## src/rtl/ece2300_test_source.sv

```systemverilog
// Test source: streams num_msgs preloaded messages from a small memory over a val/rdy port.
// Latency: first message valid the cycle after start; one message per cycle when out_rdy=1.
// Backpressure: out_msg/out_val hold until out_rdy; a run aborts with timeout after p_timeout busy cycles.
//
// Ports:
//   clk, rst                 clock and synchronous active-high reset
//   load_en/load_addr/load_data  memory write port (accepted only in IDLE/DONE)
//   num_msgs, start          run length (clamped to p_num_msgs) and run trigger
//   out_val/out_rdy/out_msg  stimulus stream
//   busy, done, timeout, sent_count  run status
//
// Optional feature: define ECE2300_TEST_SOURCE_RAND_DELAY_EN to insert
// LFSR-driven 0..3 cycle gaps before every message.

module ece2300_test_source #(
  parameter int p_msg_nbits = 8,
  parameter int p_num_msgs  = 16,
  parameter int p_timeout   = 10000
) (
  input  logic                           clk,
  input  logic                           rst,
  input  logic                           load_en,
  input  logic [$clog2(p_num_msgs)-1:0]  load_addr,
  input  logic [p_msg_nbits-1:0]         load_data,
  input  logic [$clog2(p_num_msgs):0]    num_msgs,
  input  logic                           start,
  output logic                           out_val,
  input  logic                           out_rdy,
  output logic [p_msg_nbits-1:0]         out_msg,
  output logic                           busy,
  output logic                           done,
  output logic                           timeout,
  output logic [$clog2(p_num_msgs):0]    sent_count
);

  localparam int AW = $clog2(p_num_msgs);
  localparam int CW = AW + 1;
  localparam int TW = $clog2(p_timeout + 1);

  typedef enum logic [1:0] {IDLE, DELAY, SEND, DONE} state_t;

  state_t                 state;
  state_t                 state_nxt;

  logic [p_msg_nbits-1:0] mem [p_num_msgs];
  logic [AW-1:0]          index;
  logic [CW-1:0]          count_r;
  logic [CW-1:0]          num_clamp;
  logic [TW-1:0]          cyc;

  logic                   idle_like;
  logic                   start_ok;
  logic                   xfer;
  logic                   last;
  logic                   cyc_hit;
  logic                   enter_msg;
  logic [1:0]             dly;
  logic [1:0]             dly_cnt;

  assign idle_like = (state == IDLE) || (state == DONE);
  assign start_ok  = start && idle_like;
  assign xfer      = (state == SEND) && out_rdy;
  assign last      = ((sent_count + CW'(1)) == count_r);
  assign cyc_hit   = ((cyc + TW'(1)) == TW'(p_timeout));
  assign num_clamp = (num_msgs > CW'(p_num_msgs)) ? CW'(p_num_msgs) : num_msgs;

  // A new message is about to be presented: either the first one of a run
  // or the next one after a transfer that neither ends the run nor times out.
  assign enter_msg = (start_ok && (num_clamp != '0)) || (xfer && !last && !cyc_hit);

`ifdef ECE2300_TEST_SOURCE_RAND_DELAY_EN
  localparam logic [31:0] LFSR_SEED = 32'hdeadbeef;

  logic [31:0] lfsr;
  logic [31:0] lfsr_src;

  function automatic logic [31:0] lfsr_adv(input logic [31:0] x);
    return (x >> 1) ^ (x[0] ? 32'h80200003 : 32'h0);
  endfunction

  // A start reseeds, so the first gap of every run comes from the seed itself.
  assign lfsr_src = start_ok ? LFSR_SEED : lfsr;
  assign dly      = lfsr_src[1:0];

  always_ff @(posedge clk) begin
    if (rst) begin
      lfsr    <= LFSR_SEED;
      dly_cnt <= 2'd0;
    end else if (enter_msg) begin
      lfsr    <= lfsr_adv(lfsr_src);
      dly_cnt <= dly;
    end else begin
      if (start_ok) begin
        lfsr <= LFSR_SEED;
      end
      if (state == DELAY) begin
        dly_cnt <= dly_cnt - 2'd1;
      end
    end
  end
`else
  // No gaps: DELAY is never entered.
  assign dly     = 2'd0;
  assign dly_cnt = 2'd1;
`endif

  // State register
  always_ff @(posedge clk) begin
    if (rst) begin
      state <= IDLE;
    end else begin
      state <= state_nxt;
    end
  end

  // Next-state logic
  always_comb begin
    state_nxt = state;
    case (state)
      IDLE, DONE: begin
        if (start_ok) begin
          if (num_clamp == '0) begin
            state_nxt = DONE;
          end else begin
            state_nxt = (dly != 2'd0) ? DELAY : SEND;
          end
        end
      end
      DELAY: begin
        if (cyc_hit) begin
          state_nxt = DONE;
        end else if (dly_cnt == 2'd1) begin
          state_nxt = SEND;
        end
      end
      SEND: begin
        if (xfer && last) begin
          state_nxt = DONE;
        end else if (cyc_hit) begin
          state_nxt = DONE;
        end else if (xfer) begin
          state_nxt = (dly != 2'd0) ? DELAY : SEND;
        end
      end
      default: state_nxt = IDLE;
    endcase
  end

  // Output logic
  always_comb begin
    out_val = 1'b0;
    out_msg = '0;
    busy    = 1'b0;
    done    = 1'b0;
    case (state)
      DELAY: busy = 1'b1;
      SEND: begin
        busy    = 1'b1;
        out_val = 1'b1;
        out_msg = mem[index];
      end
      DONE:    done = 1'b1;
      default: ;
    endcase
  end

  // Run bookkeeping
  always_ff @(posedge clk) begin
    if (rst) begin
      index      <= '0;
      sent_count <= '0;
      count_r    <= '0;
      cyc        <= '0;
      timeout    <= 1'b0;
    end else if (start_ok) begin
      index      <= '0;
      sent_count <= '0;
      count_r    <= num_clamp;
      cyc        <= '0;
      timeout    <= 1'b0;
    end else if (busy) begin
      cyc <= cyc + TW'(1);
      if (xfer) begin
        sent_count <= sent_count + CW'(1);
        index      <= index + AW'(1);
      end
      // A transfer that completes the run on the final cycle wins over the abort.
      if (cyc_hit && !(xfer && last)) begin
        timeout <= 1'b1;
      end
    end
  end

  // Message memory: no reset so contents survive rst; writes only while not running.
  always_ff @(posedge clk) begin
    if (!rst && load_en && idle_like) begin
      mem[load_addr] <= load_data;
    end
  end

endmodule

```

## config.mk

```make
export PLATFORM = sky130hd
export DESIGN_NAME = ece2300_test_source
export DESIGN_NICKNAME = d
export VERILOG_FILES = /design/src/rtl/ece2300_test_source.sv
export SDC_FILE = /design/constraint.sdc
export NUM_CORES = 1
export LEC_CHECK = 0
export CORE_UTILIZATION = 50
export DETAILED_ROUTE_END_ITERATION = 8
export HOLD_SLACK_MARGIN = 0.03
export PLACE_DENSITY = 0.81
export SYNTH_ARGS = -nofsm -noshare
export SYNTH_HDL_FRONTEND = slang
export SYNTH_SLANG_ARGS = --single-unit
```

## constraint.sdc

```tcl
create_clock -name clk -period 8.4 [get_ports clk]
set_clock_uncertainty 0.2 [all_clocks]
set_input_delay 1.68 -clock clk [delete_from_list [all_inputs] [get_ports clk]]
set_output_delay 1.68 -clock clk [all_outputs]
set_load 0.03 [all_outputs]
```

# Word level (Yosys, flattened, before mapping)
# Memories as Yosys holds them, arrays and structs flattened. A register that Yosys moved wholly into a read port is not among the register bits.
# Index checks and enable logic that the tools add are counted.
# word_totals
reg_bits	31
ram_bits	128
latch_bits	0
mem_count	1
out_inout_bits	17
romBits	0
# mem_list
name	depth	width	rd	rd_ports_with_merged_regs	write_ports	line	rtl
mem	16	8	1	1	1	45	logic [p_msg_nbits-1:0] mem [p_num_msgs];
# classes
magnitude_cmp	1
bitwise_logic	0
div	0
n_mul	0
reduce_logical	17
eq_ne	7
addsub	3
mux	16
shift	0
# ops
op	n
14-bit by 1-bit adder with 14-bit output (second input constant)	1
14-bit equality test (second input constant)	1
2-bit 2-to-1 mux	4
4-bit 2-to-1 mux	2
8-bit 2-to-1 mux	1
1-bit 2-to-1 mux	7
1-bit logical AND	6
2-bit case mux with 3 select lines	1
2-bit AND reduction	3
2-bit OR reduction	3
5-bit by 1-bit adder with 5-bit output (second input constant)	1
5-bit equality test	1
5-bit greater-than comparator (second input constant)	1
5-bit logical NOT	1
5-bit 2-to-1 mux	1
4-bit by 1-bit adder with 4-bit output (second input constant)	1
2-bit equality test (second input constant)	2
4-bit by 3-bit inequality test with 1-bit output (second input constant)	1
2-bit by 1-bit equality test with 1-bit output (second input constant)	1
1-bit logical NOT	2
2-bit logical NOT	1
2-bit inequality test (second input constant)	1
1-bit logical OR	1

# Longest topological paths before layout
# Gate-level depths: netlist (run 1).
# logic_depth
depth_word	6
mapped_depth	8
ltp_nobuf	8

# Worst setup path after synthesis (run 1)
# Ideal clock, no wire load.
# synth_timing
kind	register -> output
from	register with a tool-made name
to	output out_msg[0]
arrival_time_ns	2.044
slack_ns	4.476
path_stages_with_launch	6
required_time_ns	6.520
cell_sequence	dfxtp_1 clkbuf_1 buf_2 mux4_2 mux4_2 and2_1
# synth_lines
item	line	rtl
end: declaration	29	output logic [p_msg_nbits-1:0] out_msg,

==> results of run 1 <==
layer usage:
metal | share of wire (%) | vias to the layer above
li1 | - | 1657
met1 | 42 | 1841
met2 | 50 | 143
met3 | 6.4 | 36
met4 | 2.2 | 0
met5 | 0 | -
flip-flops by register name, summed over array words and instances (netlist names), named ones only:
| register | flops |
|---|---|
| mem | 128 |
| cyc | 14 |
| count_r | 5 |
| sent_count | 5 |
| index | 4 |
| state | 2 |
| timeout | 1 |
kinds of logic after synthesis:
family / after synthesis / synth area share, %
xor+xnor: 28 / 3.692
buf+inv: 23 / 1.375
flops: 163 / 68.41
compound gates: 24 / 2.468
mux: 41 / 13.71
simple gates: 120 / 9.211
fa+ha+maj: 6 / 1.130
power breakdown:
part | total, mW | switching [mW] | internal, mW
combinational | 0.214 | 0.116 | 0.0978
sequential | 0.912 | 0.0261 | 0.886
clock | 0.747 | 0.330 | 0.417
placed cells by master (no fill, tap or decap), types with 2 or more instances in the layout:
cell / Yosys / layout
sky130_fd_sc_hd__o21ai_0: 2 / 2
sky130_fd_sc_hd__or3_1: 3 / 3
sky130_fd_sc_hd__nand2b_1: 2 / 2
sky130_fd_sc_hd__o211ai_1: 2 / 2
sky130_fd_sc_hd__clkbuf_16: 0 / 17
sky130_fd_sc_hd__clkinv_4: 0 / 3
sky130_fd_sc_hd__nor3_1: 6 / 2
sky130_fd_sc_hd__nand3b_1: 3 / 3
sky130_fd_sc_hd__nor3b_1: 5 / 5
sky130_fd_sc_hd__clkdlybuf4s50_1: 0 / 38
sky130_fd_sc_hd__dfxtp_1: 35 / 34
sky130_fd_sc_hd__nor4_1: 2 / 2
sky130_fd_sc_hd__xnor2_1: 11 / 11
sky130_fd_sc_hd__nand2_1: 19 / 19
sky130_fd_sc_hd__xor2_1: 17 / 17
sky130_fd_sc_hd__ha_1: 6 / 6
sky130_fd_sc_hd__and3_1: 2 / 2
sky130_fd_sc_hd__nand4_1: 4 / 4
sky130_fd_sc_hd__mux4_2: 40 / 40
sky130_fd_sc_hd__edfxtp_1: 128 / 128
sky130_fd_sc_hd__and2_1: 10 / 10
sky130_fd_sc_hd__o31ai_1: 2 / 2
sky130_fd_sc_hd__nand3_1: 8 / 8
sky130_fd_sc_hd__nor2_1: 48 / 48
sky130_fd_sc_hd__clkinv_1: 0 / 3
sky130_fd_sc_hd__nor3_2: 0 / 4
sky130_fd_sc_hd__inv_1: 8 / 8
sky130_fd_sc_hd__a21oi_1: 12 / 12
sky130_fd_sc_hd__inv_6: 0 / 3
sky130_fd_sc_hd__inv_8: 0 / 4
worst reg2reg max path, cell delays in order, from the launching register on:
cell and delay [ns]:
sky130_fd_sc_hd__dfxtp_1 0.39, sky130_fd_sc_hd__inv_1 0.06, sky130_fd_sc_hd__ha_1 0.58, sky130_fd_sc_hd__nand3_1 0.30, sky130_fd_sc_hd__or3_1 0.46, sky130_fd_sc_hd__nor2_1 0.83
layout make-up:
class | instances | area [um^2]
clock inverter | 15 | 146.4
inverter | 8 | 30.03
clock buffer | 17 | 425.4
fill | 898 | 4996
sequential | 163 | 4546
timing repair buffer | 39 | 387.9
multi-input combinational | 219 | 2027
tap | 172 | 215.2
through the flow:
step	power, mW	setup WS, ns	utilization [%]
after detailed placement	1.144	3.449	56.41
after CTS	1.882	2.995	60.89
after global routing	1.934	2.846	60.89
after floorplan	1.064	4.476	-
final	1.872	3.092	60.89
after global placement	1.136	3.480	56.41
worst min-delay path by stage:
stage	from	endpoint	slack (ns)	cells after the start
after floorplan	count_r[4]$_SDFFE_PP0P_	count_r[4]$_SDFFE_PP0P_	0.24	2
after global placement	timeout$_SDFFE_PP0P_	timeout$_SDFFE_PP0P_	0.25	2
after detailed placement	count_r[4]$_SDFFE_PP0P_	count_r[4]$_SDFFE_PP0P_	0.28	2
after CTS	count_r[4]$_SDFFE_PP0P_	count_r[4]$_SDFFE_PP0P_	0.28	2
after global routing	count_r[4]$_SDFFE_PP0P_	count_r[4]$_SDFFE_PP0P_	0.32	2
final	count_r[4]$_SDFFE_PP0P_	count_r[4]$_SDFFE_PP0P_	0.28	2
==> results, run 1 <==
- The maximum net fanout on the critical path is 32.
- The post-cts repair resize count is 0.
- The final instance area is 0.007777 mm^2.
- The global-route track usage on met1 is 28.29%.
- The number of I/O port buffers is 38.
- The global-route track usage on met3 is between 6 and 7%.
- Based on the critical path, the design can be clocked at up to between 150 and 200 MHz.
- The final estimated routing congestion in global placement is about 0.85.
- The number of nets handed over by synthesis was ~430.
- Counting both buffers and inverters, the worst setup path holds a total of 1.
- Summing all placed instances gives a cell area of around 0.0072 mm^2.
- Max-cap violations in this run came to 0.
- The final critical path takes up 63.19% of the cycle.
- Setup repair after global routing left no endpoint under its margin.
- The number of instances in the synthesized netlist is 405.
- The worst hold path belongs to the class reg -> reg.
- For the pin with the worst max-slew slack, the measured transition is around 1.2 ns.
- The total stage count of the critical path is 4.
- The detailed-route via count is between 3000 and 4000.
- The met2 layer usage reported by global route is 36.27%.
- The minimum period implied by the final worst setup slack is around 5.3 ns.
- The number of flip-flops and latches in the synthesized netlist is approximately 160.
- The sum of overflow across all layers after global routing is 0.
- The fraction of final layout cells with drive strength greater than 1 is 17.57%.
- STA puts the critical path data required time at roughly 6.5 ns.
- The buffer type at the clock tree root is sky130_fd_sc_hd__clkbuf_16.
- The remaining antenna violation count after routing is 0.
- The static leakage is between 2 and 2.5 nW.
- The number of standard cells in the final layout excluding fillers is ~630.
- The clock reaches the later pin of the worst-skew pair after 0.42 ns.
- The end point of the critical path is out_msg[5].
- The most common cell type on the critical path is sky130_fd_sc_hd__mux4_2.
- The number of endpoints with negative hold slack in the final report was 0.
- Pin placement for this block handled 39 I/O pins.
- Sequential elements use roughly two thirds of the synthesized area.
- The die covers 0.01375 mm^2.
- The clock transition at the registers of the reported paths is about 0.06 ns.
- The areal power density over the cells is approximately 240 mW/mm^2.
- In this run, the number of DRC markers left after iteration 0 of detailed routing was 359.
- The number of antenna violations at the first check in global routing was 0.
- The H-tree was split into 4 levels.
- Relative to the synthesized area, the layout overhead comes to 17.08%.
- Yosys mapped the design onto between 40 and 50 distinct sky130hd cell types.
- The cell depth of the worst flop-to-flop path is 5.
- The share of the synthesized area in the top cell type is about 58%.
- The number of cells after detailed placement is approximately 600.
- The arrival time reported for the critical path endpoint is between 3 and 4 ns.
- The first global-routing pass estimated around 21000 um of wire.
- Entering global routing, the biggest net connects 33 pins.
- The floorplan row count is between 40 and 50.
- The post-synthesis cell type with the largest combined area is sky130_fd_sc_hd__edfxtp_1.
- The die outline width is between 100 and 150 um.
- STA classifies the critical path startpoint as a flop.
- For this design, the sink count on the clock tree is around 160.
- The max-slew violation count is 0.
- The TritonCTS clock tree is built.
- In this run the critical register-to-register path is captured at mem[4][7]$_DFFE_PP_.
- No sink is reached through more buffers than the 2 on the longest clock path.
- The number of diodes is 0.
- Walking the worst path, the cells encountered are mux4_2, mux4_2, and2_1, clkdlybuf4s50_1.
- The kind of cell with the highest combined delay on the critical path is multiplexers.
- The number of CTS-inserted buffers is 17.
- After global routing, the most crowded layer is met2.
- Setup violations remaining at the end of the flow were counted as 0.
- For this configuration, the core starts out at a cell density of a little over half.
- The most used flip-flop cell after synthesis is sky130_fd_sc_hd__edfxtp_1.
- The count of warnings emitted by yosys is 0.
- Yosys attributes the largest share of cell area to sky130_fd_sc_hd__edfxtp_1 58%, sky130_fd_sc_hd__mux4_2 14%, sky130_fd_sc_hd__dfxtp_1 11%, sky130_fd_sc_hd__nor2_1 2.7%, sky130_fd_sc_hd__xor2_1 2.2%.
- In the post-synthesis netlist, the cell with the most instances is sky130_fd_sc_hd__edfxtp_1.
- The area inside the core boundary is approximately 0.013 mm^2.
- The critical path is of the reg -> out type.
- Yosys mapped a number of flops with a built-in enable equal to 128.
- The worst max-slew margin expressed relative to the limit is between 20% and 30%.
- The chip height is ~120 um.
- The remaining routing DRC violations is 0.
- The first TritonRoute pass finished after 5 iterations.
- The final-layout worst hold slack is 0.2825 ns.
- By count the netlist is led by 128 x sky130_fd_sc_hd__edfxtp_1, 48 x sky130_fd_sc_hd__nor2_1, 40 x sky130_fd_sc_hd__mux4_2.
- In the final timing run, aggregate negative setup slack is 0 ns.
- The run finished with clean final reports.
- Global routing consumed, over all layers together, between 20 and 25% of the routing resources.
- The endpoint class of the critical path is a primary output.
- In this run the mean area of a mapped cell was 16.40 um^2.
- The summed instance area of the synthesized netlist is approximately 0.0066 mm^2.
- In the final routed layout, each cell accounts on average for around 22 um.
- For this design, the CTS-stage hold fixing added 0 buffers.
- The reg2reg setup slack is about 5.2 ns.
- The maximum resistive drop on vdd is 0.0002366 V.
- The via count of the first global-routing pass came to ~3800.
- Wires add up to 13630 um.
- The slowest stage of the critical path is the sky130_fd_sc_hd__dfxtp_2 cell.
- Detailed placement finished with a half-perimeter wire length of approximately 8600 um.
- Counting flops with an async set or reset pin after synthesis yields a share of 0%.
- The via-per-instance ratio is just under 6.
- The net count of the finished layout is about 480.
- The startpoint of the lowest-slack register-to-register path is state[0]$_SDFFE_PP0P_.
- The post-CTS setup buffer count is 0.
- The biggest cell delay along the critical path is approximately 1.1 ns.
Power figures use the tool's default switching activity.
==> inputs of run 2 (changes only) <==
Clock period 8.4 ns to 5.28 ns, I/O delays scaled along.
==> run 2 against run 1 <==
  * Clock power increased by 77%
  * Worst setup slack got worse by 2.2 ns
  * Via count increased by 2.3%
  * Sequential cell count unchanged
  * Highest routed layer unchanged
==> results, run 2 (synthesis gave the netlist of run 1 again) <==
- The switching power share of the total came to 25.08% (-0.15 points).
- The die outline width is 117.3 um (unchanged).
- The worst-margin pin slew was 1.334 ns (+0.1779 ns).
- The wire length after detailed routing is 14330 um (+5.1%).
- The fraction of final layout cells with drive strength greater than 1 is 18.63% (+1.1 points).
- The floorplan row count is 41 (unchanged).
- The max-slew violation count is 0 (unchanged).
- The number of I/O port buffers came to 38 (unchanged).
- The HPWL after detailed placement came to 8639 um (+0.98%).
- The post-CTS setup buffer count is 0 (unchanged).
- The post-cts repair resize count is 0 (unchanged).
- The worst setup path is captured at a primary output.
- The number of flip-flops in the largest register is 128 (unchanged).
- The number of hold-repair buffers added at the cts stage was 0 (unchanged).
- The internal power is 2.336 mW (+67%).
- The remaining antenna violation count after routing is 0 (unchanged).
- The number of ports placed on the die boundary is 39 (unchanged).
- The total negative setup slack was 0 ns (unchanged).
- The via count of the first global-routing pass is 3762 (-0.053%).
- The largest registers in the layout are mem: 128 flops, cyc: 14 flops.
- The number of diodes is 0 (unchanged).
- The clock transition at the registers of the reported paths came to 0.07 ns (about the same).
- The total number of clock tree sinks is 163 (unchanged).
- The worst max-slew margin expressed relative to the limit is 10.77% (-12 points).
- The latest clock arrival within the worst-skew pair is 0.42 ns (about the same).
- The maximum buffer depth of the clock tree is 2 (unchanged).
- The count of H-tree levels built during CTS was 4 (unchanged).
- The final core utilization is 61.66% (+0.77 points).
- The global routing usage summed across all routing layers is 23.07% (+0.84 points).
- The number of endpoints with negative hold slack in the final report is 0 (unchanged).
- The chip height was 117.3 um (unchanged).
- The number of nets at the end of the flow is 482 (+1.3%).
- In the layout the commonest cells are 128 x sky130_fd_sc_hd__edfxtp_1, 48 x sky130_fd_sc_hd__nor2_1, 40 x sky130_fd_sc_hd__mux4_2, 38 x sky130_fd_sc_hd__clkdlybuf4s50_1, 34 x sky130_fd_sc_hd__dfxtp_1.
- STA classifies the critical path startpoint as a flop.
- The static leakage came to 2.531 nW (+2.3%).
- The arrival time reported for the critical path endpoint came to 3.14 ns (-0.29 ns).
- The number of antenna violations at the first check in global routing is 0 (unchanged).
- The share of power burned in registers is 46.0% (-2.7 points).
- For the finished layout, the period the worst path requires is 4.393 ns.
- The worst path uses 83.20% of the clock period.
- Setup repair after global routing left no endpoint under its margin.
- The area inside the core boundary is 0.01277 mm^2 (unchanged).
- In this run the worst hold path is classified as reg -> reg.
- The TritonCTS clock tree is built.
- Clock tree synthesis selected as its root buffer the cell sky130_fd_sc_hd__clkbuf_16.
- The total power came to 3.119 mW (+67%).
- The total setup violations reported at the end of the flow came to 0 (unchanged).
- The average detailed-routed wire length per instance was 22.42 um (+4.1%).
- The number of CTS-inserted buffers was 17 (unchanged).
- The sum of overflow across all layers after global routing is 0 (unchanged).
- The maximum net fanout on the critical path was 12 (-63%).
- The first-pass GRT wire length came to 21650 um (+3.8%).
- The detailed-route via count is 3761 (+2.3%).
- More flip-flops sit in one register than any other, and that register is mem.
- The areal power density over the cells is 396.0 mW/mm^2 (+64%).
- The initial detailed-routing violation count came to 439 (+22%).
- The net switching component of the power was 782.3 uW (+66%).
- For this run, the top clock speed supported by timing is between 200 and 250 MHz.
- The die area is 0.01375 mm^2 (unchanged).
- The via-per-instance ratio is 5.886 (+1.3%).
- The critical path in this run is classified as reg -> out.
- The remaining routing DRC violations came to 0 (unchanged).
- Compared with the post-synthesis result, the final layout area differs by 18.57%.
- The worst endpoint required time is 4.02 ns (-2.50 ns).
- The number of detailed-routing iterations run before antenna repair came to 5 (unchanged).
- The run finished with clean final reports.
- The number of max-capacitance violations reported came to 0 (unchanged).
- The portion of total power attributed to combinational logic is 11.7% (+0.3 points).
- The clock share of power is 42.4% (+2.5 points).
- The pin count of the biggest net entering global routing was 33 (unchanged).
- The library cell used most frequently in the layout, excluding fill and tap cells, is sky130_fd_sc_hd__edfxtp_1.
- The maximum resistive drop on vdd is 0.0002441 V (+3.2%).
- The final estimated routing congestion in global placement was 0.8286 (-2.3%).
- The effective utilization at floorplan is 52.00% (unchanged).
==> run 2: area by class of cell <==
| type | instances | area, um^2 |
|---|---|---|
| Fill cell | 915 | 4897 |
| Sequential cell | 163 | 4546 |
| Multi-Input combinational cell | 219 | 2012 |
| Timing Repair Buffer | 45 | 432.9 |
| Clock buffer | 17 | 425.4 |
| Clock inverter | 15 | 215.2 |
| Tap cell | 172 | 215.2 |
| Inverter | 8 | 30.03 |
==> run 2: critical path: stages (launching register included) <==
cell	delay, ns
sky130_fd_sc_hd__dfxtp_2	0.54
sky130_fd_sc_hd__buf_4	0.33
sky130_fd_sc_hd__mux4_2	0.55
sky130_fd_sc_hd__mux4_2	0.49
sky130_fd_sc_hd__and2_1	0.18
sky130_fd_sc_hd__clkdlybuf4s50_1	0.62
==> run 2: through the flow <==
stage,instances,hold WS (ns),worst slack [ns],area [um^2]
6_report,639,0.2834,0.8871,7876
5_1_grt,639,0.2944,0.7409,7876
4_1_cts,639,0.2803,0.8350,7871
3_5_place_dp,607,0.2644,1.223,7231
3_3_place_gp,607,0.2527,1.305,7231
2_1_floorplan,405,0.2418,1.980,6643
==> run 2: metal layers <==
metal / vias to the layer above / track usage (%) / wire, um
met5: - / 0 / 0
met4: 0 / 9.367 / 306
met3: 27 / 5.613 / 1130
met2: 205 / 36.98 / 6919
met1: 1873 / 30.54 / 5970
li1: 1656 / - / -
==> run 2: power groups by stage <==
stage          combinational, mW  sequential [mW]  clock [mW]
3_5_place_dp               0.360             1.46           0
5_1_grt                    0.393             1.44        1.38
3_3_place_gp               0.349             1.46           0
2_1_floorplan              0.240             1.45           0
6_report                   0.364             1.43        1.32
4_1_cts                    0.365             1.43        1.34
==> run 2: worst paths after layout <==
path	startpoint	endpoint	slack, ns	depth (start not counted)
max	flop	out_msg[5]	0.89	5
min	timeout$_SDFFE_PP0P_	timeout$_SDFFE_PP0P_	0.28	2
max reg2reg	state[0]$_SDFFE_PP0P_	mem[8][4]$_DFFE_PP_	2.01	5
min reg2reg	timeout$_SDFFE_PP0P_	timeout$_SDFFE_PP0P_	0.28	2
